===== src/rtl/usb4_enc_pkg.sv =====
// USB4 lane encoder shared definitions: generation codes, sync headers,
// per-generation byte counts and header widths.
package usb4_enc_pkg;

    localparam logic [1:0] GEN4   = 2'd0;
    localparam logic [1:0] GEN3   = 2'd1;
    localparam logic [1:0] GEN2   = 2'd2;
    localparam logic [1:0] GENRSV = 2'd3;

    localparam logic [1:0] HDR2_OS = 2'b01;
    localparam logic [1:0] HDR2_TD = 2'b10;
    localparam logic [3:0] HDR4_OS = 4'b0101;
    localparam logic [3:0] HDR4_TD = 4'b1010;

    localparam int GEN2_BYTES = 8;
    localparam int GEN3_BYTES = 16;
    localparam int MAX_BYTES  = 16;

    // Reserved generation yields 0 bytes so no byte ever counts as last.
    function automatic logic [4:0] sym_bytes(input logic [1:0] gen);
        case (gen)
            GEN4:    return 5'd1;
            GEN3:    return 5'(GEN3_BYTES);
            GEN2:    return 5'(GEN2_BYTES);
            default: return 5'd0;
        endcase
    endfunction

    function automatic logic [2:0] hdr_w(input logic [1:0] gen);
        case (gen)
            GEN3:    return 3'd4;
            GEN2:    return 3'd2;
            default: return 3'd0;
        endcase
    endfunction

    function automatic logic [3:0] sync_hdr(input logic [1:0] gen,
                                            input logic       kind);
        case (gen)
            GEN3:    return kind ? HDR4_TD : HDR4_OS;
            GEN2:    return {2'b00, (kind ? HDR2_TD : HDR2_OS)};
            default: return 4'd0;
        endcase
    endfunction

endpackage


===== src/rtl/usb4_sym_packer.sv =====
// Per-lane symbol assembler: stores accepted bytes and forms {bytes, header}.
// Ports: wr_en_i/wr_idx_i/byte_i write a byte; mode_i/kind_i pick the
// header; sym_o is the zero-extended lane symbol including byte_i in its slot.
module usb4_sym_packer
    import usb4_enc_pkg::*;
#(
    parameter int LANE_W = 8,
    parameter int SYM_W  = 132
) (
    input  logic              enc_clk,
    input  logic              rst,
    input  logic              wr_en_i,
    input  logic [3:0]        wr_idx_i,
    input  logic [LANE_W-1:0] byte_i,
    input  logic [1:0]        mode_i,
    input  logic              kind_i,
    output logic [SYM_W-1:0]  sym_o
);

    logic [LANE_W-1:0]           mem_q [MAX_BYTES];
    logic [MAX_BYTES*LANE_W-1:0] payload;
    logic [4:0]                  nb;

    always_ff @(posedge enc_clk or negedge rst) begin
        if (!rst) begin
            for (int i = 0; i < MAX_BYTES; i++) begin
                mem_q[i] <= '0;
            end
        end else if (wr_en_i) begin
            mem_q[wr_idx_i] <= byte_i;
        end
    end

    // Bytes beyond the active symbol length are masked so stale data
    // from a longer mode never leaks into the upper bits.
    always_comb begin
        payload = '0;
        nb      = sym_bytes(mode_i);
        for (int i = 0; i < MAX_BYTES; i++) begin
            if (5'(i) < nb) begin
                payload[i*LANE_W +: LANE_W] =
                    (4'(i) == wr_idx_i) ? byte_i : mem_q[i];
            end
        end
        sym_o = (SYM_W'(payload) << hdr_w(mode_i))
              | SYM_W'(sync_hdr(mode_i, kind_i));
    end

endmodule


===== src/rtl/usb4_lane_encoder_p.sv =====
// USB4 N-lane transmit encoder (Gen2 64b/66b, Gen3 128b/132b, Gen4 pass).
// Ports: valid/ready byte input, valid/ready symbol output, new_sym, drop_pulse.
module usb4_lane_encoder_p
    import usb4_enc_pkg::*;
#(
    parameter int NUM_LANES = 2,
    parameter int LANE_W    = 8,
    parameter int SYM_W     = 132
) (
    input  logic                          enc_clk,
    input  logic                          rst,
    input  logic                          enable,
    input  logic [1:0]                    gen_speed,
    input  logic                          in_valid,
    output logic                          in_ready,
    input  logic [NUM_LANES*LANE_W-1:0]   in_data,
    input  logic                          in_transport,
    output logic                          out_valid,
    input  logic                          out_ready,
    output logic [NUM_LANES*SYM_W-1:0]    out_data,
    output logic                          new_sym,
    output logic                          drop_pulse
);

    logic [3:0]                 cnt_q, cnt_d;
    logic                       kind_q, kind_d;
    logic [1:0]                 mode_q;
    logic                       ov_q, ov_d;
    logic [NUM_LANES*SYM_W-1:0] od_q, od_d;
    logic                       ns_q, ns_d;
    logic                       dp_q, dp_d;
    logic [NUM_LANES*SYM_W-1:0] sym_w;
    logic [4:0]                 nb;
    logic                       last, mode_chg, acc, load, kind_cur;

    assign nb       = sym_bytes(gen_speed);
    assign last     = ({1'b0, cnt_q} == (nb - 5'd1));
    assign mode_chg = (gen_speed != mode_q) && (cnt_q != 4'd0);
    // Last byte only goes in when the output slot frees the same cycle.
    assign in_ready = enable && (gen_speed != GENRSV) && !mode_chg
                    && (!last || !ov_q || out_ready);
    assign acc      = in_valid && in_ready;
    assign load     = acc && last;
    assign kind_cur = (cnt_q == 4'd0) ? in_transport : kind_q;

    for (genvar k = 0; k < NUM_LANES; k++) begin : g_lane
        usb4_sym_packer #(
            .LANE_W (LANE_W),
            .SYM_W  (SYM_W)
        ) u_pack (
            .enc_clk  (enc_clk),
            .rst      (rst),
            .wr_en_i  (acc),
            .wr_idx_i (cnt_q),
            .byte_i   (in_data[k*LANE_W +: LANE_W]),
            .mode_i   (gen_speed),
            .kind_i   (kind_cur),
            .sym_o    (sym_w[k*SYM_W +: SYM_W])
        );
    end

    always_comb begin
        cnt_d  = cnt_q;
        kind_d = kind_q;
        ov_d   = ov_q;
        od_d   = od_q;
        ns_d   = 1'b0;
        dp_d   = 1'b0;
        unique case (1'b1)
            !enable: begin
                cnt_d = 4'd0;
                ov_d  = 1'b0;
                od_d  = '0;
                dp_d  = (cnt_q != 4'd0);
            end
            default: begin
                if (mode_chg) begin
                    cnt_d = 4'd0;
                    dp_d  = 1'b1;
                end
                if (acc) begin
                    cnt_d = last ? 4'd0 : cnt_q + 4'd1;
                    if (cnt_q == 4'd0) begin
                        kind_d = in_transport;
                    end
                end
                if (load) begin
                    ov_d = 1'b1;
                    od_d = sym_w;
                    ns_d = 1'b1;
                end else if (out_ready) begin
                    ov_d = 1'b0;
                end
            end
        endcase
    end

    always_ff @(posedge enc_clk or negedge rst) begin
        if (!rst) begin
            cnt_q  <= 4'd0;
            kind_q <= 1'b0;
            mode_q <= GEN4;
            ov_q   <= 1'b0;
            od_q   <= '0;
            ns_q   <= 1'b0;
            dp_q   <= 1'b0;
        end else begin
            cnt_q  <= cnt_d;
            kind_q <= kind_d;
            mode_q <= gen_speed;
            ov_q   <= ov_d;
            od_q   <= od_d;
            ns_q   <= ns_d;
            dp_q   <= dp_d;
        end
    end

    assign out_valid  = ov_q;
    assign out_data   = od_q;
    assign new_sym    = ns_q;
    assign drop_pulse = dp_q;

endmodule


===== config.mk =====
export PLATFORM = sky130hd
export DESIGN_NAME = usb4_lane_encoder_p
export DESIGN_NICKNAME = d
export VERILOG_FILES = /design/src/rtl/usb4_enc_pkg.sv /design/src/rtl/usb4_sym_packer.sv /design/src/rtl/usb4_lane_encoder_p.sv
export SDC_FILE = /design/constraint.sdc
export NUM_CORES = 1
export LEC_CHECK = 0
export ABC_CLOCK_PERIOD_IN_PS = 7040
export BUFFER_PORTS_ARGS = -buffer_cell sky130_fd_sc_hd__buf_4
export CAP_MARGIN = 40
export CORE_AREA = 2 2 363 275
export DETAILED_ROUTE_END_ITERATION = 10
export DIE_AREA = 0 0 365 277
export SYNTH_ARGS = -nofsm -noshare
export SYNTH_HDL_FRONTEND = slang
export SYNTH_HIERARCHICAL = 1
export SYNTH_SLANG_ARGS = --single-unit

===== constraint.sdc =====
create_clock -name enc_clk -period 7.04 [get_ports enc_clk]
set_input_delay 1.056 -clock enc_clk [delete_from_list [all_inputs] [get_ports enc_clk]]
set_output_delay 1.056 -clock enc_clk [all_outputs]
set_load 0.005 [all_outputs]

# Word-level counts from Yosys, hierarchy flattened
# Cells that the tools add are included.
word_totals:
  input_bits: 24
  register_bits: 530
  out_inout_bits: 268
  word_cells: 190
classes:
  n_bitwise: 3
  shifts: 2
  mux: 87
  magnitude_cmp: 18
  eq_ne: 23
  addsub: 2
  reduce_logical: 16
ops:
  columns: ["cell", "n"]
  rows:
  - ["two-way mux 264 bit", 2]
  - ["two-way mux 8 bit", 65]
  - ["OR 132 x 4 -> 132 bit", 2]
  - ["<< shifter 128 x 3 -> 132 bit", 2]
  - ["bitwise mux 128 bit", 2]
  - ["< comparator 4 x 5 -> 1 bit (first input constant)", 8]
  - ["demux 8 bit (select 4 bit)", 1]
  - ["equality test 4 bit (first input constant)", 8]
  - ["< comparator 3 x 5 -> 1 bit (first input constant)", 4]
  - ["two-way mux 4 bit", 5]
  - ["equality test 3 x 4 -> 1 bit (first input constant)", 4]
  - ["case mux 5 bit (3 select lines)", 1]
  - ["< comparator 1 x 5 -> 1 bit (first input constant)", 2]
  - ["< comparator 2 x 5 -> 1 bit (first input constant)", 2]
  - ["equality test 2 x 4 -> 1 bit (first input constant)", 2]
  - ["two-way mux 1 bit", 8]
  - ["case mux 4 bit (2 select lines)", 1]
  - ["logical AND 1 bit", 7]
  - ["inequality test 3 x 1 -> 1 bit (second input constant)", 2]
  - ["case mux 3 bit (2 select lines)", 1]
  - ["equality test 4 x 5 -> 1 bit", 1]
  - [">= comparator 5 bit (second input constant)", 1]
  - ["< comparator 5 x 1 -> 1 bit (second input constant)", 1]
  - ["inverter 4 -> 5 bit", 1]
  - ["other kinds (15)", 18]

# Logic depth before layout (Yosys ltp)
# Gate-level depths: netlist of the first run.
logic_depth:
  word_depth: 12
  mapped_depth: 12
  mapped_depth_nobuf: 10

# By module
# Netlist of the first run, hierarchy kept.
modules_own_cells:
  columns: ["mod", "instances", "area_each_um2", "seq_area_each_um2", "cells_per_inst"]
  rows:
  - ["usb4_sym_packer", 2, 10025.9, 3203.1, 989]
  - ["usb4_lane_encoder_p", 1, 10941.7, 6856.6, 1201]

# Worst setup path before layout of the first run
# Ideal clock, no wire load.
synth_timing:
  path_type: "input to register"
  startpoint: "input port gen_speed[0]"
  endpoint: "register g_lane[0].u_pack/mem_q[64] in the netlist's numbering"
  path_slack_ns: 3.860
  setup_time_ns: 0.125
  arrival_time_ns: 3.055
  path_buffers: 2
  cell_stages: 9
  required_time_ns: 6.915
  path_cell_list: "or3b_1 a21o_1 a21oi_1 nor3_1 inv_1 clkbuf_1 or2_2 clkbuf_1 mux2_2"
synth_via:
  elab_chain_len: 9
  elab_cells_between_ends: 17
  cone_classes: "add/sub: 1; eq/ne: 5; mux: 1; reduce/logical: 10"
synth_lines:
  columns: ["element", "line", "source"]
  rows:
  - ["start, declared", "usb4_lane_encoder_p.sv:13", "input logic [1:0] gen_speed,"]
  - ["equality test 2 bit, or another cell as far along", "usb4_enc_pkg.sv:21", "case (gen)"]
  - ["case mux 5 bit (3 select lines)", "usb4_enc_pkg.sv:21", null]
  - ["subtractor 5 x 1 -> 5 bit", "usb4_lane_encoder_p.sv:37", "assign last = ({1'b0, cnt_q} == (nb - 5'd1));"]
  - ["equality test 4 x 5 -> 1 bit", "usb4_lane_encoder_p.sv:37", null]
  - ["logical NOT 1 bit", "usb4_lane_encoder_p.sv:41", "&& (!last || !ov_q || out_ready);"]
  - ["logical OR 1 bit (2 in a row)", "usb4_lane_encoder_p.sv:41", null]
  - ["logical AND 1 bit *", "usb4_lane_encoder_p.sv:41", null]
  - ["logical AND 1 bit *", "usb4_lane_encoder_p.sv:42", "assign acc = in_valid && in_ready;"]
  - ["net acc", "usb4_lane_encoder_p.sv:34", "logic last, mode_chg, acc, load, kind_cur;"]
  - ["end signal, assigned by index", "usb4_sym_packer.sv:30", "mem_q[wr_idx_i] <= byte_i;"]
  - ["end, declared", "usb4_sym_packer.sv:20", "logic [LANE_W-1:0] mem_q [MAX_BYTES];"]
# Mark *: on every way through the listed nets, which the timed path passes. The rest lies on a longest branch.
# A chain may end at the register's enable or synchronous reset.

# Worst setup path in the final report of the first run
layout_timing:
  startpoint: "register cnt_q[0]"
  endpoint: "output port in_ready"
layout_via:
  elab_chain_len: 5
  elab_cells_between_ends: 9
  cone_classes: "eq/ne: 1; reduce/logical: 8"
layout_lines:
  columns: ["element", "line", "source"]
  rows:
  - ["start, declared", "usb4_lane_encoder_p.sv:25", "logic [3:0] cnt_q, cnt_d;"]
  - ["start signal, assigned", "usb4_lane_encoder_p.sv:108", "cnt_q <= cnt_d;"]
  - ["equality test 4 x 5 -> 1 bit or nonzero test 4 bit (tied branches)", "usb4_lane_encoder_p.sv:37, usb4_lane_encoder_p.sv:38", null]
  - ["logical NOT 1 bit or logical AND 1 bit (tied branches)", "usb4_lane_encoder_p.sv:41, usb4_lane_encoder_p.sv:38", null]
  - ["logical OR 1 bit or logical NOT 1 bit (tied branches)", "usb4_lane_encoder_p.sv:41, usb4_lane_encoder_p.sv:40", null]
  - ["logical OR 1 bit or logical AND 1 bit (tied branches)", "usb4_lane_encoder_p.sv:41, usb4_lane_encoder_p.sv:40", null]
  - ["logical AND 1 bit *", "usb4_lane_encoder_p.sv:41", null]
  - ["end, declared", "usb4_lane_encoder_p.sv:15", "output logic in_ready,"]
# Every way passes the cells marked *; elsewhere a longest branch is shown, timed or not.

==> results of run 1 <==
[final timing paths]
path | from | endpoint | slack, ns | cells after the start
max in group asynchronous | rst | out_data[168]$_DFFE_PN0P_ | 5.26 | 2
setup reg to reg | cnt_q[0]$_DFFE_PN0P_ | g_lane[1].u_pack/mem_q[95]$_DFFE_PN0P_ | 3.74 | 10
hold / removal | rst | out_data[122]$_DFFE_PN0P_ | 0.37 | 1
min in group enc_clk | g_lane[0].u_pack/mem_q[106]$_DFFE_PN0P_ | g_lane[0].u_pack/mem_q[106]$_DFFE_PN0P_ | 0.48 | 2
hold reg to reg | g_lane[0].u_pack/mem_q[106]$_DFFE_PN0P_ | g_lane[0].u_pack/mem_q[106]$_DFFE_PN0P_ | 0.48 | 2
setup / recovery | cnt_q[0]$_DFFE_PN0P_ | in_ready | 2.98 | 7
[state kept, by name, indices dropped and copies added, names as in the netlist]
| signal | flops |
|---|---|
| g_lane.u_pack/mem_q | 256 |
| out_data | 264 |
| mode_q | 2 |
| new_sym | 1 |
| drop_pulse | 1 |
| out_valid | 1 |
| cnt_q | 4 |
| kind_q | 1 |
[area by class of cell]
type	count	area (µm²)	area share
Sequential cell	530	13300	0.369
Timing Repair Buffer	336	2700	0.0750
Multi-Input combinational cell	2299	16100	0.449
Tap cell	1326	1660	0.0461
Clock buffer	87	1780	0.0496
Antenna cell	3	7.51	0.000209
Clock inverter	24	342	0.00950
Inverter	18	67.6	0.00188
[logic make-up (layout without fill, tap and decap cells)]
logic type | after synthesis | after routing | share of synthesized area
adder cells (fa/ha/maj) | 12 | 12 | 0.00484
flip-flops | 530 | 530 | 0.428
other | 0 | 3 | 0
multiplexers | 631 | 631 | 0.236
AND/OR/NAND/NOR | 962 | 962 | 0.134
buffers and inverters | 350 | 465 | 0.0531
XOR/XNOR | 3 | 3 | 0.000848
AO/OA/AOI/OAI | 691 | 691 | 0.143
[worst max-delay path, stage by stage (launching register included)]
cell     delay, ns
dfrtp_2       0.53
inv_1         0.10
ha_1          0.14
nor3b_1       0.50
a21o_1        0.17
nand2_1       0.10
nor3b_1       0.60
buf_4         0.23
[power by group through the flow]
stage,Clock [mW],Sequential [mW],Combinational [mW]
final,3.42,3.25,0.958
after detailed placement,0,3.30,0.948
after global placement,0,3.30,0.934
after CTS,3.50,3.25,0.951
after global routing,3.61,3.26,1.03
after floorplan,0,3.28,0.616
[metrics by stage]
| stage | hold slack [ns] | cells | setup WS, ns | util | area (µm²) |
|---|---|---|---|---|---|
| 2_1_floorplan | 0.450 | 3179 | 3.86 | - | 31000 |
| 3_3_place_gp | 0.464 | 4500 | 2.82 | 0.343 | 33700 |
| 3_5_place_dp | 0.470 | 4509 | 2.93 | 0.345 | 33800 |
| 4_1_cts | 0.405 | 4620 | 3.02 | 0.367 | 36000 |
| 5_1_grt | 0.416 | 4621 | 2.89 | 0.367 | 36000 |
| 6_report | 0.369 | 4623 | 2.98 | 0.367 | 36000 |
[placed cells by master, fill, tap and decap left out, types with 14 or more instances in the layout]
master     count
a211oi_1      51
a22o_1       102
buf_4        321
clkbuf_16     61
clkbuf_8      17
dfrtp_1      526
inv_1         14
mux2_2       253
mux2_4        14
mux2i_1      314
mux4_2        48
nand2_1      703
nand2b_1      15
nand3_1       19
nor2_1       103
o211ai_1      52
o21ai_0      336
o21ai_1       28
o22ai_1       36
or2_2         20
[routing by layer]
metal | vias up | share of wire | global-route usage
met1 | 12747 | 0.50 | 0.322
li1 | 11428 | - | -
met3 | 116 | 0.086 | 0.0557
met2 | 870 | 0.40 | 0.272
met5 | - | 0.00025 | 0
met4 | 4 | 0.016 | 0.0442
==> results.cfg, run 1 <==
[finish]
fill_cells = 9838
nNetsFinal = 3281
area_growth_pct = 16.0
drive_above_1_share = 0.242

[clock_network]
cts_sinks = 530
cts_resized = 0
hold_buffers = 0
cts-root-buf = clkbuf_16
path_clk_slew_ns = 0.06
cts_max_path_buffers = 3
cts_tree = done
postCtsSetupBuffers = 0
htree_num_levels = 2
clkLatencyLatePin_ns = 0.66
cts-buffers-inserted = 60

[die]
die_width_um = 365
die_area_mm2 = 0.101
die_y_um = 277
io_pins = 292
initial_utilization = 0.316
row_count = 100
coreArea_mm2 = 0.0981

[timing]
clock.fmax_ghz = 0.246
fin_skew_ns = 0.0319
rsz0062_at_grt = false
fin_setup_tns_ns = 0
period_needed_ns = 4.06
hold_viol = 0
setup_viol = 0
post-route-period-util = 0.577
worst_slew_pin_slew_ns = 1.01
maxSlewHeadroom = 0.330
final_max_slew_viol_count = 0

[route]
antenna_left = 0
vias_per_cell = 5.44
post_drt_wl_per_cell_um = 23.1
vias = 25165
detail_route.iter0.violations = 2381
firstDrtPassIters = 5
drc = 0
wirelength_mm = 107

[global_route]
overflow = 0
grt_usage = 0.205
grt_pass1_wl_mm = 160
antenna_found_initial = 4
grt_max_degree = 182
grt_pass1_vias = 23902

[power_and_ir_drop]
power_mw = 7.62
seqPwrFrac = 0.426
combPwrFrac = 0.126
leakage_nw = 17.0
power_frac_clock = 0.448
p_sw_mw = 2.10
vdd_drop_max_mv = 0.206
power_density_mw_per_mm2 = 212
switching_share = 0.275
intPower_mw = 5.53

[synthesis]
syn_area_mm2 = 0.0310
synth_area_leader_cell = dfrtp_1
yosys_warnings = 6
yosysUniqueCellTypes = 66
synth_area_per_cell_um2 = 9.75
yosys-top-cells-area = dfrtp_1 43%, mux2i_1 10%, mux2_2 9.2%, nand2_1 8.5%, o21ai_0 5.4%
synth_common_cells = 703 x nand2_1, 530 x dfrtp_1, 336 x o21ai_0
netlist_instances = 3179
ys_seq_area_frac = 0.428
ys.flop_type = dfrtp_1
synth-seq-cells = 530
synth_edf_count = 0
yosysMostFrequentCell = nand2_1
syn-num-nets = 3215
netlist.area_leader.share = 0.428
async_flop_share = 1.00

[setup_path]
arrival_ns = 3.00
cp_data_required_time_ns = 5.98
startpoint_type = flop
end_kind = primary output
cp_max_fo = 14
worstSetupPathType = reg2out

[placed_design]
place.port_buffers = 291
place_hpwl_mm = 69.8
place.gp.congestion = 0.837

[worst_hold_path]
hold_class = in2async

[flow_run]
max_cap_viol_count = 0

[run_status]
status = completed
Note: power is estimated with default switching activity, not from simulation.
==> run 2: changes to the inputs <==
Settings changed: ABC_CLOCK_PERIOD_IN_PS 7040 to 4059.
Clock period 7.04 ns to 4.06 ns, I/O delays scaled along.
==> results.cfg, run 2 (same netlist as run 1, synthesis figures left out) <==
[run_status]
status = completed

[clock_network]
cts-buffers-inserted = 59
htree_num_levels = 2
cts_max_path_buffers = 3
cts_sinks = 530
clkLatencyLatePin_ns = 0.66
postCtsSetupBuffers = 0
cts-root-buf = clkbuf_16
path_clk_slew_ns = 0.06
cts_tree = done

[finish]
drive_above_1_share = 0.249
nNetsFinal = 3314
mostFrequentLayoutCells = 703 x nand2_1, 526 x dfrtp_1, 349 x buf_4
fill_cells = 9889
ff_latch_area_mm2 = 0.0133
layout_commonest_cell = nand2_1
multi_input_area_mm2 = 0.0161
largest_register_ffs = 264
area_growth_pct = 16.9

[die]
die_width_um = 365
coreArea_mm2 = 0.0981
row_count = 100
die_y_um = 277
initial_utilization = 0.316
io_pins = 292
die_area_mm2 = 0.101

[timing]
fin_skew_ns = 0.0347
fin_hold_ws_ns = 0.222
worst_slew_pin_slew_ns = 1.12
post-route-period-util = 0.845
clock.fmax_ghz = 0.291
rsz0062_at_grt = false
fin_setup_tns_ns = 0
maxSlewHeadroom = 0.253
final_max_slew_viol_count = 0
period_needed_ns = 3.43
hold_viol = 0
setup_viol = 0

[route]
vias = 25266
antenna_left = 0
firstDrtPassIters = 5
vias_per_cell = 5.43
drc = 0
detail_route.iter0.violations = 2533
post_drt_wl_per_cell_um = 22.6
wirelength_mm = 105

[worst_hold_path]
whs_path_depth = 1
hold_class = in2reg
min-delay-start = gen_speed[0]

[setup_path]
reg2reg_depth = 11
worstSetupPathType = reg2out
cpPeakStageDelay_ns = 0.61
reg2reg_slack_ns = 0.63
end_kind = primary output
slowest_stage = nor3b_1
r2r_start = cnt_q[1]$_DFFE_PN0P_
critPathBufInv = 3
startpoint = cnt_q[1]$_DFFE_PN0P_
path_depth = 8
crit_chain = inv_1 > ha_1 > nor3b_1 > buf_4 > a21o_1 > nand2_1 > nor3b_1 > buf_4
cp_data_required_time_ns = 3.45
startpoint_type = flop
cp_max_fo = 22
crit_family = simple AND/OR/NAND/NOR gates
arrival_ns = 2.82

[power_and_ir_drop]
leakage_nw = 17.1
power_density_mw_per_mm2 = 366
vdd_drop_max_mv = 0.324

[global_route]
grt_pass1_vias = 24550
antenna_found_initial = 10
overflow = 0
grt_usage = 0.202
grt_pass1_wl_mm = 159
grt_max_degree = 161

[placed_design]
place.gp.congestion = 0.859
place.port_buffers = 291
place_hpwl_mm = 70.9

[flow_run]
max_cap_viol_count = 0
==> run 2: changes by cell type in the layout (fill, tap and decap cells not counted), moves of 2 or more <==
cell,previous run,this run
buf_12,6,13
buf_6,1,4
buf_4,321,349
clkbuf_1,10,7
nor2_2,3,0
clkbuf_16,61,59
nor2_1,103,106
clkinvlp_4,4,8
buf_16,3,1
clkbuf_8,17,12
bufinv_16,7,10
buf_8,4,1
==> run 2: final timing paths <==
check	end
setup / recovery	in_ready
hold / removal	mode_q[0]$_DFF_PN0_
setup reg to reg	g_lane[0].u_pack/mem_q[76]$_DFFE_PN0P_
hold reg to reg	g_lane[0].u_pack/mem_q[106]$_DFFE_PN0P_
max in group asynchronous	out_data[172]$_DFFE_PN0P_
min in group asynchronous	out_data[127]$_DFFE_PN0P_
==> run 2: per-layer routing <==
layer | global-route usage | routed length [µm] | vias to the layer above
met5 | 0 | 47 | -
met4 | 0.0458 | 1960 | 8
met3 | 0.0555 | 9430 | 119
met2 | 0.268 | 41800 | 916
met1 | 0.318 | 51700 | 12732
li1 | - | - | 11491
==> run 2: what timing repair did <==
item / 4_1_cts / 5_1_grt
gates resized for setup: 0 / 0
endpoints found under the hold margin: 40 / 0
hold buffers: 1 / 0
setup endpoints to repair: 0 / 0
==> run 2: layout make-up <==
class / count / area share
diodes: 4 / 0.000276
clock buffers: 77 / 0.0456
clock inverters: 31 / 0.0124
inverters: 18 / 0.00186
multi-input cells: 2299 / 0.445
flip-flops and latches: 530 / 0.366
well taps: 1326 / 0.0458
repair buffers: 370 / 0.0826
==> run 2: where the power goes <==
group	leakage (nW)	internal [mW]	switching [mW]
Combinational	8.78	0.621	1.06
Clock	1.02	3.51	2.42
Sequential	7.31	5.49	0.158
==> run 2: through the flow <==
| step | util | instances | area (µm²) | power, mW | worst slack (ns) |
|---|---|---|---|---|---|
| after floorplan | - | 3179 | 31000 | 6.75 | 1.14 |
| after global placement | 0.347 | 4536 | 34000 | 7.36 | 0.732 |
| after detailed placement | 0.348 | 4541 | 34100 | 7.39 | 0.563 |
| after CTS | 0.369 | 4650 | 36200 | 13.4 | 0.602 |
| after global routing | 0.369 | 4654 | 36200 | 13.7 | 0.394 |
| final | 0.369 | 4655 | 36200 | 13.3 | 0.629 |
==> run 3: changes to the inputs <==
Settings changed: ABC_CLOCK_PERIOD_IN_PS 4059 to 2830.
Clock period 4.06 ns to 2.83 ns, I/O delays scaled along.
==> results.cfg, run 3 (same netlist as run 1, synthesis figures left out) <==
[route]
wirelength_mm = 108
drc = 0
post_drt_wl_per_cell_um = 22.5
detail_route.iter0.violations = 2421
firstDrtPassIters = 5
vias_per_cell = 5.42
antenna_left = 0
vias = 25835

[run_status]
status = completed

[setup_path]
reg2reg_depth = 9
startpoint_type = flop
cp_max_fo = 4
end_kind = primary output
arrival_ns = 2.33
worstSetupPathType = reg2out
cp_data_required_time_ns = 2.41

[clock_network]
cts_tree = done
path_clk_slew_ns = 0.06
cts-root-buf = clkbuf_16
clkLatencyLatePin_ns = 0.66
htree_num_levels = 2
cts_max_path_buffers = 3
cts_sinks = 530
cts-buffers-inserted = 60

[timing]
fin_setup_tns_ns = 0
clock.fmax_ghz = 0.363
rsz0062_at_grt = true
fin_skew_ns = 0.0395
hold_viol = 0
period_needed_ns = 2.76
worst_slew_pin_slew_ns = 0.830
post-route-period-util = 0.974
final_max_slew_viol_count = 0
setup_viol = 0
maxSlewHeadroom = 0.446

[worst_hold_path]
hold_class = in2reg
whs_path_depth = 2

[global_route]
grt_pass1_vias = 25121
grt_max_degree = 130
antenna_found_initial = 3
overflow = 0
grt_usage = 0.207
grt_pass1_wl_mm = 163

[finish]
layout_commonest_cell = nand2_1
drive_above_1_share = 0.274
final_cell_area_mm2 = 0.0375
nNetsFinal = 3431
fill_cells = 9905
area_growth_pct = 20.9
final_util = 0.382
largest_register_ffs = 264
mostFrequentLayoutCells = 702 x nand2_1, 527 x dfrtp_1, 443 x buf_4

[power_and_ir_drop]
power_frac_clock = 0.440
intPower_mw = 13.9
seqPwrFrac = 0.422
vdd_drop_max_mv = 0.563
power_density_mw_per_mm2 = 512
p_sw_mw = 5.27
switching_share = 0.275
combPwrFrac = 0.137
leakage_nw = 17.8

[die]
die_area_mm2 = 0.101
die_width_um = 365
io_pins = 292
initial_utilization = 0.316
die_y_um = 277
coreArea_mm2 = 0.0981
row_count = 100

[placed_design]
place.gp.congestion = 0.864
postPlaceCellArea_mm2 = 0.0352
place.port_buffers = 291
place_hpwl_mm = 74.8

[flow_run]
max_cap_viol_count = 0
[run 3: cell types whose count changed in the layout (fill, tap and decap cells not counted), moves of 5 or more]
| cell | before | now |
|---|---|---|
| buf_12 | 13 | 36 |
| clkinvlp_4 | 8 | 3 |
| buf_4 | 349 | 443 |
| clkbuf_1 | 7 | 15 |
[run 3: repair_timing]
item | CTS | global route
pin swaps | 2 | 3
endpoints found under the hold margin | 42 | 0
endpoints found under the setup margin | 1 | 210
setup buffers | 3 | 3
resized for setup | 4 | 12
cloned | 1 | 1
hold buffers | 2 | 0
[run 3: layout make-up]
type                    count  area (µm²)  area share
multi-input cells        2299       16200       0.432
flip-flops and latches    530       13300       0.354
repair buffers            486        4160       0.111
clock buffers              87        1730      0.0463
well taps                1326        1660      0.0443
clock inverters            24         373     0.00995
inverters                  18        67.6     0.00180
diodes                      1        2.50   0.0000668
[run 3: stage by stage]
| step | std cells | hold WS [ns] | power, mW | setup WS, ns |
|---|---|---|---|---|
| global placement | 4648 | 0.459 | 10.8 | 0.0202 |
| CTS | 4766 | 0.111 | 19.3 | 0.0205 |
| global route | 4770 | 0.133 | 19.9 | -0.0265 |
| floorplan | 3179 | 0.129 | 9.68 | 0.0518 |
| detailed placement | 4649 | 0.464 | 10.8 | -0.0797 |
| finish | 4771 | 0.166 | 19.2 | 0.0734 |
[run 3: final timing paths]
kind,from,to,slack (ns)
min,gen_speed[1],mode_q[1]$_DFF_PN0_,0.17
max,cnt_q[3]$_DFFE_PN0P_,in_ready,0.07
min reg2reg,g_lane[0].u_pack/mem_q[106]$_DFFE_PN0P_,g_lane[0].u_pack/mem_q[106]$_DFFE_PN0P_,0.49
min in group asynchronous,rst,g_lane[1].u_pack/mem_q[91]$_DFFE_PN0P_,0.37
max in group asynchronous,rst,out_data[97]$_DFFE_PN0P_,1.49
max reg2reg,cnt_q[3]$_DFFE_PN0P_,out_data[8]$_DFFE_PN0P_,0.13
[run 3: metal layers]
| metal | GRT usage | wire length [µm] | vias to the layer above |
|---|---|---|---|
| met5 | 0 | 27 | - |
| met2 | 0.283 | 43500 | 920 |
| met1 | 0.328 | 53700 | 13074 |
| met3 | 0.0477 | 8590 | 108 |
| met4 | 0.0419 | 1630 | 4 |
| li1 | - | - | 11729 |
[run 3: worst max-delay path, stage by stage, from the launching register on]
cell and delay [ns]:
dfrtp_2 0.40, or3b_4 0.38, a21o_4 0.25, a21oi_4 0.17
buf_6 0.12, nor3b_2 0.04, buf_4 0.16, buf_4 0.14
[run 3: power groups by stage]
stage                     clock network (mW)  registers [mW]  logic (mW)
after floorplan                            0            8.15        1.53
after global placement                     0            8.21        2.55
after detailed placement                   0            8.22        2.56
after CTS                               8.64            8.08        2.60
after global routing                    8.95            8.12        2.82
final                                   8.44            8.09        2.63
